### src/rtl/rv_pipe_ctrl_if.sv
// Front-end sequencing bundle between the fetch/decode/ALU1 pipeline and its controller.
// Latency: none; this is a wire bundle only.
// Backpressure: none; stall and flush controls travel back to the pipeline on this bundle.
interface rv_pipe_ctrl_if #(
    parameter int IADDR_SPACE_BITS = 32
);
    // ALU1-stage instruction and its resolved control flow
    logic                        i_alu_valid;
    logic [IADDR_SPACE_BITS-1:0] i_pc;
    logic [IADDR_SPACE_BITS-1:0] i_pc_next;
    logic [IADDR_SPACE_BITS-1:0] i_pc_target;
    logic                        i_inst_jal_jalr;
    logic                        i_inst_branch;
    logic                        i_branch_taken;
    logic                        i_to_trap;
    logic [IADDR_SPACE_BITS-1:0] i_trap_vec;
    // load-use hazard inputs
    logic                        i_alu_load;
    logic [4:0]                  i_alu_rd;
    logic [4:0]                  i_dec_rs1;
    logic [4:0]                  i_dec_rs2;
    // memory back-pressure
    logic                        i_mem_busy;
    // controls back into the pipeline
    logic                        o_redirect;
    logic [IADDR_SPACE_BITS-1:0] o_redirect_pc;
    logic                        o_flush;
    logic                        o_stall_front;
    logic                        o_bubble_alu;
    logic                        o_stall_all;
    logic [1:0]                  o_state;
    logic [15:0]                 o_redirect_cnt;

    // pipeline side: presents the ALU1 instruction, obeys the controls
    modport master (
        output i_alu_valid, i_pc, i_pc_next, i_pc_target, i_inst_jal_jalr,
               i_inst_branch, i_branch_taken, i_to_trap, i_trap_vec,
               i_alu_load, i_alu_rd, i_dec_rs1, i_dec_rs2, i_mem_busy,
        input  o_redirect, o_redirect_pc, o_flush, o_stall_front,
               o_bubble_alu, o_stall_all, o_state, o_redirect_cnt
    );

    // controller side
    modport slave (
        input  i_alu_valid, i_pc, i_pc_next, i_pc_target, i_inst_jal_jalr,
               i_inst_branch, i_branch_taken, i_to_trap, i_trap_vec,
               i_alu_load, i_alu_rd, i_dec_rs1, i_dec_rs2, i_mem_busy,
        output o_redirect, o_redirect_pc, o_flush, o_stall_front,
               o_bubble_alu, o_stall_all, o_state, o_redirect_cnt
    );
endinterface

### src/rtl/rv_pipe_ctrl.sv
// Front-end sequencer: redirect/flush on trap or mispredict, stall on load-use, freeze on memory busy.
// Latency: redirect/flush/state registered one cycle after the ALU1 event; stalls and bubble are combinational.
// Backpressure: i_mem_busy freezes everything (o_stall_all) and holds any flush countdown.
module rv_pipe_ctrl #(
    parameter int IADDR_SPACE_BITS = 32,
    parameter int FLUSH_CYCLES     = 2
) (
    input  logic         i_clk,
    input  logic         i_reset_n,
    rv_pipe_ctrl_if.slave bus
);
    typedef logic [IADDR_SPACE_BITS-1:0] addr_t;

    typedef enum logic [1:0] {
        ST_RUN     = 2'd0,
        ST_FLUSH   = 2'd1,
        ST_MEMWAIT = 2'd2
    } state_t;

    // flush countdown starts one below the length because the redirect cycle itself counts
    localparam logic [3:0] FLUSH_LOAD = 4'(FLUSH_CYCLES - 1);

    state_t      state;
    logic [3:0]  flush_cnt;
    logic        redirect_q;
    addr_t       redirect_pc_q;
    logic        flush_q;
    logic [15:0] redirect_cnt;

    addr_t next_pc;
    logic  eval_alu;
    logic  ev_trap;
    logic  ev_mispredict;
    logic  ev_hazard;
    logic  redirect_req;

    // resolve the architectural next PC and decode ALU1 events (only meaningful in RUN, not frozen)
    always_comb begin
        next_pc = bus.i_pc + addr_t'(4);
        if (bus.i_inst_jal_jalr || (bus.i_inst_branch && bus.i_branch_taken)) begin
            next_pc = bus.i_pc_target;
        end
        eval_alu      = (state == ST_RUN) && !bus.i_mem_busy && bus.i_alu_valid;
        ev_trap       = eval_alu && bus.i_to_trap;
        ev_mispredict = eval_alu && (next_pc != bus.i_pc_next);
        ev_hazard     = eval_alu && bus.i_alu_load && (bus.i_alu_rd != 5'd0) &&
                        ((bus.i_alu_rd == bus.i_dec_rs1) || (bus.i_alu_rd == bus.i_dec_rs2));
        redirect_req  = ev_trap || ev_mispredict;
    end

    // memory busy freezes the whole front end in every state
    assign bus.o_stall_all    = bus.i_mem_busy;
    // a redirect already kills the younger instruction, so the hazard stall only matters alone
    assign bus.o_stall_front  = ev_hazard && !redirect_req;
    assign bus.o_bubble_alu   = ev_hazard && !redirect_req;
    assign bus.o_redirect     = redirect_q;
    assign bus.o_redirect_pc  = redirect_pc_q;
    assign bus.o_flush        = flush_q;
    assign bus.o_state        = state;
    assign bus.o_redirect_cnt = redirect_cnt;

    // sequencing FSM with its registered redirect, flush and counter outputs
    always_ff @(posedge i_clk or negedge i_reset_n) begin
        if (!i_reset_n) begin
            state         <= ST_RUN;
            flush_cnt     <= 4'd0;
            redirect_q    <= 1'b0;
            redirect_pc_q <= '0;
            flush_q       <= 1'b0;
            redirect_cnt  <= 16'd0;
        end else begin
            redirect_q <= 1'b0;
            case (state)
                ST_RUN: begin
                    if (bus.i_mem_busy) begin
                        state <= ST_MEMWAIT;
                    end else if (redirect_req) begin
                        redirect_q    <= 1'b1;
                        redirect_pc_q <= ev_trap ? bus.i_trap_vec : next_pc;
                        flush_q       <= 1'b1;
                        flush_cnt     <= FLUSH_LOAD;
                        state         <= ST_FLUSH;
                        if (redirect_cnt != 16'hFFFF) begin
                            redirect_cnt <= redirect_cnt + 16'd1;
                        end
                    end
                end
                ST_FLUSH: begin
                    if (!bus.i_mem_busy) begin
                        if (flush_cnt == 4'd0) begin
                            flush_q <= 1'b0;
                            state   <= ST_RUN;
                        end else begin
                            flush_cnt <= flush_cnt - 4'd1;
                        end
                    end
                end
                ST_MEMWAIT: begin
                    if (!bus.i_mem_busy) begin
                        state <= ST_RUN;
                    end
                end
                default: begin
                    flush_q <= 1'b0;
                    state   <= ST_RUN;
                end
            endcase
        end
    end
endmodule
### src/flat_wrapper.sv
// flat-port wrapper written by rule: the top's interface ports become plain ports
module rv_pipe_ctrl_flat 
#(
    parameter int IADDR_SPACE_BITS = 32,
    parameter int FLUSH_CYCLES     = 2
)
  (i_clk, i_reset_n, bus_i_alu_valid, bus_i_pc, bus_i_pc_next, bus_i_pc_target, bus_i_inst_jal_jalr, bus_i_inst_branch, bus_i_branch_taken, bus_i_to_trap, bus_i_trap_vec, bus_i_alu_load, bus_i_alu_rd, bus_i_dec_rs1, bus_i_dec_rs2, bus_i_mem_busy, bus_o_redirect, bus_o_redirect_pc, bus_o_flush, bus_o_stall_front, bus_o_bubble_alu, bus_o_stall_all, bus_o_state, bus_o_redirect_cnt);
  rv_pipe_ctrl_if #(.IADDR_SPACE_BITS(IADDR_SPACE_BITS)) bus_i ();
  input  logic i_clk;
  input  logic i_reset_n;
  input wire logic [$bits(bus_i.i_alu_valid)-1:0] bus_i_alu_valid;
  input wire logic [$bits(bus_i.i_pc)-1:0] bus_i_pc;
  input wire logic [$bits(bus_i.i_pc_next)-1:0] bus_i_pc_next;
  input wire logic [$bits(bus_i.i_pc_target)-1:0] bus_i_pc_target;
  input wire logic [$bits(bus_i.i_inst_jal_jalr)-1:0] bus_i_inst_jal_jalr;
  input wire logic [$bits(bus_i.i_inst_branch)-1:0] bus_i_inst_branch;
  input wire logic [$bits(bus_i.i_branch_taken)-1:0] bus_i_branch_taken;
  input wire logic [$bits(bus_i.i_to_trap)-1:0] bus_i_to_trap;
  input wire logic [$bits(bus_i.i_trap_vec)-1:0] bus_i_trap_vec;
  input wire logic [$bits(bus_i.i_alu_load)-1:0] bus_i_alu_load;
  input wire logic [$bits(bus_i.i_alu_rd)-1:0] bus_i_alu_rd;
  input wire logic [$bits(bus_i.i_dec_rs1)-1:0] bus_i_dec_rs1;
  input wire logic [$bits(bus_i.i_dec_rs2)-1:0] bus_i_dec_rs2;
  input wire logic [$bits(bus_i.i_mem_busy)-1:0] bus_i_mem_busy;
  output wire logic [$bits(bus_i.o_redirect)-1:0] bus_o_redirect;
  output wire logic [$bits(bus_i.o_redirect_pc)-1:0] bus_o_redirect_pc;
  output wire logic [$bits(bus_i.o_flush)-1:0] bus_o_flush;
  output wire logic [$bits(bus_i.o_stall_front)-1:0] bus_o_stall_front;
  output wire logic [$bits(bus_i.o_bubble_alu)-1:0] bus_o_bubble_alu;
  output wire logic [$bits(bus_i.o_stall_all)-1:0] bus_o_stall_all;
  output wire logic [$bits(bus_i.o_state)-1:0] bus_o_state;
  output wire logic [$bits(bus_i.o_redirect_cnt)-1:0] bus_o_redirect_cnt;
  assign bus_i.i_alu_valid = bus_i_alu_valid;
  assign bus_i.i_pc = bus_i_pc;
  assign bus_i.i_pc_next = bus_i_pc_next;
  assign bus_i.i_pc_target = bus_i_pc_target;
  assign bus_i.i_inst_jal_jalr = bus_i_inst_jal_jalr;
  assign bus_i.i_inst_branch = bus_i_inst_branch;
  assign bus_i.i_branch_taken = bus_i_branch_taken;
  assign bus_i.i_to_trap = bus_i_to_trap;
  assign bus_i.i_trap_vec = bus_i_trap_vec;
  assign bus_i.i_alu_load = bus_i_alu_load;
  assign bus_i.i_alu_rd = bus_i_alu_rd;
  assign bus_i.i_dec_rs1 = bus_i_dec_rs1;
  assign bus_i.i_dec_rs2 = bus_i_dec_rs2;
  assign bus_i.i_mem_busy = bus_i_mem_busy;
  assign bus_o_redirect = bus_i.o_redirect;
  assign bus_o_redirect_pc = bus_i.o_redirect_pc;
  assign bus_o_flush = bus_i.o_flush;
  assign bus_o_stall_front = bus_i.o_stall_front;
  assign bus_o_bubble_alu = bus_i.o_bubble_alu;
  assign bus_o_stall_all = bus_i.o_stall_all;
  assign bus_o_state = bus_i.o_state;
  assign bus_o_redirect_cnt = bus_i.o_redirect_cnt;
  rv_pipe_ctrl #(.IADDR_SPACE_BITS(IADDR_SPACE_BITS), .FLUSH_CYCLES(FLUSH_CYCLES)) u_core (.i_clk(i_clk), .i_reset_n(i_reset_n), .bus(bus_i));
endmodule
### config.mk
export PLATFORM = sky130hd
export DESIGN_NAME = rv_pipe_ctrl_flat
export DESIGN_NICKNAME = d
export VERILOG_FILES = /design/src/rtl/rv_pipe_ctrl_if.sv /design/src/rtl/rv_pipe_ctrl.sv /design/src/flat_wrapper.sv
export SDC_FILE = /design/constraint.sdc
export NUM_CORES = 1
export LEC_CHECK = 0
export CAP_MARGIN = 20
export CORE_ASPECT_RATIO = 0.9
export CORE_MARGIN = 2
export CORE_UTILIZATION = 26
export CTS_BUF_LIST = sky130_fd_sc_hd__clkbuf_4 sky130_fd_sc_hd__clkbuf_8
export DETAILED_ROUTE_END_ITERATION = 10
export PLACE_DENSITY_LB_ADDON = 0.1
export SLEW_MARGIN = 10
export SYNTH_ARGS = -nofsm -noshare
export SYNTH_HDL_FRONTEND = slang
export SYNTH_SLANG_ARGS = --single-unit
### constraint.sdc
create_clock -name i_clk -period 3.8 [get_ports i_clk]
set_input_delay 0.57 -clock i_clk [delete_from_list [all_inputs] [get_ports i_clk]]
set_output_delay 0.57 -clock i_clk [all_outputs]
set_load 0.02 [all_outputs]
==> flow_summary.toml, run 1 <==
[run_status]
status = "finished, violations left"
violations = "negative setup slack"

[clocking]
cts_sinks = 56
clk_path_buf_depth = 2
cts_buffers = 5
htreeDepth = 2
clk_pin_slew_ps = 110
worstSkewPairLatency_ps = 330
cts-root-buf = "clkbuf_8"
hold_buffers = 0
cts_tree = "built"

[logic_synthesis]
syn_avg_cell_area_sq_um = 7.86
yosysSeqAreaShare_pct = 29.0
synth_edf_count = 0
synth_warnings = 0
yosys.area.top_type = "dfrtp_1"
synth_flop_cell = "dfrtp_1"
syn_area_sq_um = 4840
synth_area_leaders = "dfrtp_1, xor2_1, xnor2_1"
syn_inst = 616
yosys-top-cells-count = "nand2_1, dfrtp_1, nor2_1, o21ai_0, a21oi_1"
synth_cell_types = 72
synth.most_common_cell = "nand2_1"
synth.top_cell.area_share_pct = 29.0
ys_seq_elements = 56
async_flop_share_pct = 100
syn_nets = 771

[sta]
hold_viol_final = 0
worst_pin_slew_ps = 948
slew_headroom_pct = 36.8
final.min_clock_period_ps = 3940
finalSetupTns_ps = -285
finalWorstSetupSlack_ps = -143
rsz0062_at_grt = "true"
setup_viol = 2
fmax_ghz = 0.254
finalMaxSlewViolations = 0
skew_ps = 12.7
fin_crit_sh_pct = 104

[detailed_routing]
first_pass_iters = 5
wl_met2_microns = 10500
routed.top_layer = "met4"
wl_met3_microns = 1300
viasPerCell = 4.89
vias = 5878
drt_wl_total_microns = 22500
drc = 0
initialDrtViolationCount = 302
ant_nets = 0
wl_per_cell_microns = 18.7
m1WireLength_microns = 10200

[global_routing]
antenna_found_initial = 0
grt_pass1_vias = 6016
grt_max_degree = 41
grt_pass1_wl_microns = 34700
track_usage_pct = 22.8
overflow = 0

[pwr]
swShare_pct = 37.6
p_per_area_nw_per_um2 = 329
p_seq_share_pct = 32.3
ir_drop_mv = 0.318
power.share.clock_pct = 16.4
p_leak_uw = 0.00363
p_comb_share_pct = 51.3
switching_power_uw = 1070
p_int_uw = 1780

[worst_hold_path]
hold_class = "in2async"

[placement]
dp_hpwl_microns = 18700
port_buffers = 206
gp_congestion = 0.916
dp_cells = 1188

[die]
rows = 47
ios = 207
core_area_sq_um = 18300
fp.dieW_microns = 148
die_y_microns = 133
die_area_sq_um = 19700
start_util_pct = 26.5

[setup_path]
crit_path_end_kind = "output pin"
crit_type = "in2out"
reg2reg_slack_ps = 1410
r2r_cells = 5
critPathLaunchType = "input port"
r2r_end = "u_core.bus.o_redirect_pc[26]"
critPathRequiredTime_ps = 3230
arrival_ps = 3370
worstPathMaxFanout = 3
regToRegStartpoint = "u_core.bus.o_state[1]"

[job]
cap_violations = 0

[final_layout]
diodes = 0
syn_to_final_growth_pct = 79.3
drive_above_1_share_pct = 26.4
final_nets = 1112
final_cells = 1202
==> placed cells by master (no fill, tap or decap), types with 4 or more instances in the layout <==
| cell type | Yosys | routed |
|---|---|---|
| a211oi_1 | 23 | 23 |
| a21oi_1 | 41 | 38 |
| a31oi_1 | 5 | 4 |
| and2_1 | 5 | 4 |
| buf_2 | 5 | 5 |
| buf_4 | 4 | 156 |
| buf_6 | 1 | 8 |
| clkbuf_2 | 0 | 5 |
| clkbuf_8 | 0 | 5 |
| clkdlybuf4s15_1 | 0 | 9 |
| clkdlybuf4s50_1 | 0 | 163 |
| dfrtp_1 | 56 | 56 |
| dlygate4sd2_1 | 0 | 17 |
| inv_1 | 29 | 28 |
| mux2_2 | 8 | 8 |
| mux2i_1 | 6 | 5 |
| nand2_1 | 69 | 67 |
| nand2b_1 | 5 | 5 |
| nand3_1 | 17 | 15 |
| nand4_1 | 15 | 15 |
| nor2_1 | 51 | 47 |
| nor2_2 | 1 | 5 |
| nor3_1 | 29 | 27 |
| nor4_1 | 10 | 5 |
| nor4_2 | 3 | 6 |
| o21ai_0 | 45 | 43 |
| o22ai_1 | 6 | 6 |
| or3_1 | 6 | 5 |
| or4_1 | 8 | 5 |
| xnor2_1 | 34 | 31 |
| xor2_1 | 37 | 35 |
==> worst max path at each step <==
stage	from	end	slack, ps	depth (start not counted)
final	bus_i_pc[2]	bus_o_bubble_alu	-140	12
after global routing	bus_i_pc[23]	bus_o_bubble_alu	-260	12
after CTS	bus_i_pc[2]	bus_o_bubble_alu	-80	12
after detailed placement	bus_i_pc[2]	bus_o_bubble_alu	-1230	12
after global placement	bus_i_inst_branch	bus_o_bubble_alu	-1160	11
after floorplan	bus_i_pc[10]	bus_o_stall_front	0.4	11
==> sequential cells by signal (all words and copies together) (netlist names) <==
name                       flops
u_core.bus.o_redirect_pc      32
u_core.bus.o_redirect_cnt     16
u_core.flush_cnt               4
u_core.bus.o_state             2
u_core.bus.o_flush             1
u_core.bus.o_redirect          1
==> power groups by stage <==
stage	Sequential, uW	Clock, uW	Combinational, uW
3_3_place_gp	924	0	1440
3_5_place_dp	935	0	1450
2_1_floorplan	1120	0	431
4_1_cts	926	490	1470
6_report	923	470	1470
5_1_grt	953	513	1590
==> logic make-up (layout without fill, tap and decap cells) <==
| family | after synthesis | in the layout | share of synthesized area, % |
|---|---|---|---|
| compound gates | 160 | 160 | 21.0 |
| xor+xnor | 72 | 72 | 13.3 |
| fa+ha+maj | 3 | 3 | 0.776 |
| buf+inv | 65 | 406 | 5.87 |
| flops | 56 | 56 | 29.0 |
| mux | 15 | 15 | 3.41 |
| simple gates | 245 | 245 | 26.6 |
==> timing repair <==
action / CTS / global route
setup buffers: 6 / 1
pin swaps: 35 / 14
resized for setup: 134 / 18
setup endpoints to repair: 56 / 12
hold endpoints to repair: 0 / 0
==> per-stage QoR <==
| step | total power [uW] | hold WS (ps) | util [%] | setup slack (ps) | instance area, sq um |
|---|---|---|---|---|---|
| after floorplan | 1550 | 274 | - | 0.351 | 4860 |
| after CTS | 2890 | 406 | 47.4 | -75.0 | 8670 |
| after global placement | 2360 | 462 | 45.2 | -1160 | 8260 |
| after detailed placement | 2380 | 470 | 45.2 | -1230 | 8260 |
| final | 2860 | 375 | 47.5 | -143 | 8680 |
| after global routing | 3050 | 434 | 47.5 | -263 | 8680 |
==> layout make-up <==
type / instances / area (sq um)
multi-input combinational: 495 / 3440
clock buffer: 5 / 68.8
sequential: 56 / 1400
tap: 245 / 307
inverter: 29 / 109
fill: 1802 / 9610
timing repair buffer: 370 / 3290
clock inverter: 2 / 60.1
==> worst max-delay path, cell delays in order <==
cell and delay, ps:
buf_8 100, ha_4 180, xnor2_4 150, xnor2_2 140
a211o_1 230, a221o_1 370, or4_1 510, and4bb_1 290
nor4bb_4 350, nand2_2 140, nor3_4 180, buf_6 150
==> metal layers <==
metal	up-vias	global-route usage, %
met5	-	0
met2	186	38.3
met3	24	4.38
li1	2903	-
met4	0	5.08
met1	2765	30.6
No activity file was read; power rests on OpenSTA's default activity.
==> run 2, diff against run 1 <==
--- a/config.mk
+++ b/config.mk
@@ -5,13 +5,13 @@
 export SDC_FILE = /design/constraint.sdc
 export NUM_CORES = 1
 export LEC_CHECK = 0
-export CAP_MARGIN = 20
 export CORE_ASPECT_RATIO = 0.9
 export CORE_MARGIN = 2
-export CORE_UTILIZATION = 26
+export CORE_UTILIZATION = 40
 export CTS_BUF_LIST = sky130_fd_sc_hd__clkbuf_4 sky130_fd_sc_hd__clkbuf_8
 export DETAILED_ROUTE_END_ITERATION = 10
 export PLACE_DENSITY_LB_ADDON = 0.1
+export REMOVE_ABC_BUFFERS = 1
 export SLEW_MARGIN = 10
 export SYNTH_ARGS = -nofsm -noshare
 export SYNTH_HDL_FRONTEND = slang
==> run 2 against run 1 <==
Effect of this change: the run still ends with negative setup slack left; non-clock buffer count is 19 higher; register-to-register slack got worse by 50 ps; utilization rose by 26 points; cell count decreased by 5.4%; sequential power barely moved; combinational power is essentially flat; clock power is 20% lower; final area increased by 1.4%; critical endpoint is now bus_o_stall_front; highest routed layer unchanged.
==> flow_summary.toml, run 2 (synthesis results as in run 1) <==
[run_status]
status = "finished, violations left"
violations = "negative setup slack"

[sta]
slew_headroom_pct = 49.0
finalWorstSetupSlack_ps = -86.1
finalMaxSlewViolations = 0
fmax_ghz = 0.257
rsz0062_at_grt = "true"
hold_viol_final = 0
final.min_clock_period_ps = 3890
skew_ps = 13.1
setup_viol = 2
worst_pin_slew_ps = 762
finalSetupTns_ps = -172
hold_slack_ps = 193
fin_crit_sh_pct = 102

[detailed_routing]
viasPerCell = 5.43
drt_wl_total_microns = 21100
initialDrtViolationCount = 508
wl_per_cell_microns = 18.6
vias = 6170
first_pass_iters = 5
ant_nets = 0
drc = 0

[final_layout]
diodes = 0
final_nets = 1131
final_cell_area_sq_um = 8800
final-seq-area_sq_um = 1400
final_core_util_pct = 73.7
drive_above_1_share_pct = 29.7
multiInputGateArea_sq_um = 3520
layout_common_cells = "buf_4, clkdlybuf4s50_1, nand2_1"
largest_reg_flops = 32
nFillCells = 925
syn_to_final_growth_pct = 81.8
final_common_cell = "buf_4"

[clocking]
cts_buffers = 5
clk_pin_slew_ps = 120
hold_buffers = 0
clk_path_buf_depth = 2
cts_sinks = 56
htreeDepth = 2
cts_tree = "built"
worstSkewPairLatency_ps = 350
cts-root-buf = "clkbuf_8"

[die]
rows = 38
start_util_pct = 40.6
die_area_sq_um = 13000
core_area_sq_um = 11900
die_y_microns = 108
ios = 207
fp.dieW_microns = 120

[placement]
place_area_sq_um = 8170
gp_congestion = 0.948
port_buffers = 206
dp_hpwl_microns = 17000

[global_routing]
antenna_found_initial = 0
grt_pass1_wl_microns = 32100
track_usage_pct = 31.7
grt_pass1_vias = 6108
overflow = 0
grt_max_degree = 43

[job]
cap_violations = 0

[setup_path]
worstPathMaxFanout = 6
critPathRequiredTime_ps = 3230
arrival_ps = 3320
r2r_cells = 8
regToRegStartpoint = "u_core.bus.o_redirect_cnt[7]"
crit_type = "in2out"
crit_start = "bus_i_branch_taken"
critPathLaunchType = "input port"
crit_path_end_kind = "output pin"

[pwr]
p_per_area_nw_per_um2 = 319
ir_drop_mv = 0.325
p_leak_uw = 0.00378

[worst_hold_path]
hold_class = "in2async"
-- run 2: cell types whose count changed in the layout (fill, tap and decap cells not counted), sizes merged, moves of 2 or more --
cell	change
clkdlybuf4s50	-7
clkdlybuf4s15	+4
buf	+18
bufinv	-2
clkbuf	+2
-- run 2: through the flow --
stage	worst slack, ps	instances	total power, uW
global route	-142	1137	2960
global placement	-1120	1107	2330
finish	-86.1	1137	2810
CTS	1.76	1126	2770
floorplan	-2520	580	1530
detailed placement	-1230	1107	2380
-- run 2: layout make-up --
type	instances	area share, %
clock inverter	3	0.313
sequential	56	15.9
timing repair buffer	389	39.5
inverter	29	1.24
tap	160	2.27
clock buffer	5	0.782
multi-input combinational	495	40.0
-- run 2: power breakdown --
part / internal [uW] / leakage, uW / total [uW] / switching [uW]
clock network: 136 / 0.0000463 / 377 / 240
registers: 780 / 0.000697 / 926 / 146
logic: 766 / 0.00303 / 1500 / 737
-- run 2: metal layers --
layer | vias up | routed length, microns | GRT usage, %
met2 | 233 | 9960 | 53.2
met1 | 2943 | 9240 | 41.4
met5 | - | 0 | 0
met3 | 40 | 1280 | 5.01
li1 | 2954 | - | -
met4 | 0 | 648 | 11.4
-- run 2: final timing paths --
path / to / slack, ps
setup / recovery: bus_o_stall_front / -90
hold / removal: u_core.bus.o_redirect_pc[18] / 190
setup reg to reg: u_core.bus.o_redirect_cnt[0] / 1360
hold reg to reg: u_core.bus.o_redirect_pc[23] / 500
max in group asynchronous: u_core.bus.o_flush / 2710
min in group i_clk: u_core.bus.o_redirect_pc[23] / 500
-- run 2: worst max-delay path, cell delays in order --
cell	delay, ps
buf_6	90
buf_6	110
a21oi_4	230
buf_12	180
buf_6	110
a211oi_2	60
a311o_1	350
or4_4	540
and4bb_1	290
nor4bb_4	270
nand2_2	130
nor3_4	220
buf_6	150
-- run 2: what timing repair did --
action | CTS | global route
gates resized for setup | 124 | 77
gates cloned | 0 | 1
setup buffers | 11 | 10
pin swaps | 27 | 32
setup endpoints to repair | 55 | 3
==> run 3, diff against run 2 <==
--- a/config.mk
+++ b/config.mk
@@ -12,7 +12,6 @@
 export DETAILED_ROUTE_END_ITERATION = 10
 export PLACE_DENSITY_LB_ADDON = 0.1
 export REMOVE_ABC_BUFFERS = 1
-export SLEW_MARGIN = 10
 export SYNTH_ARGS = -nofsm -noshare
 export SYNTH_HDL_FRONTEND = slang
 export SYNTH_SLANG_ARGS = --single-unit
==> results of run 3 <==
Final layout, timing and power as in run 2 (identical DEF).
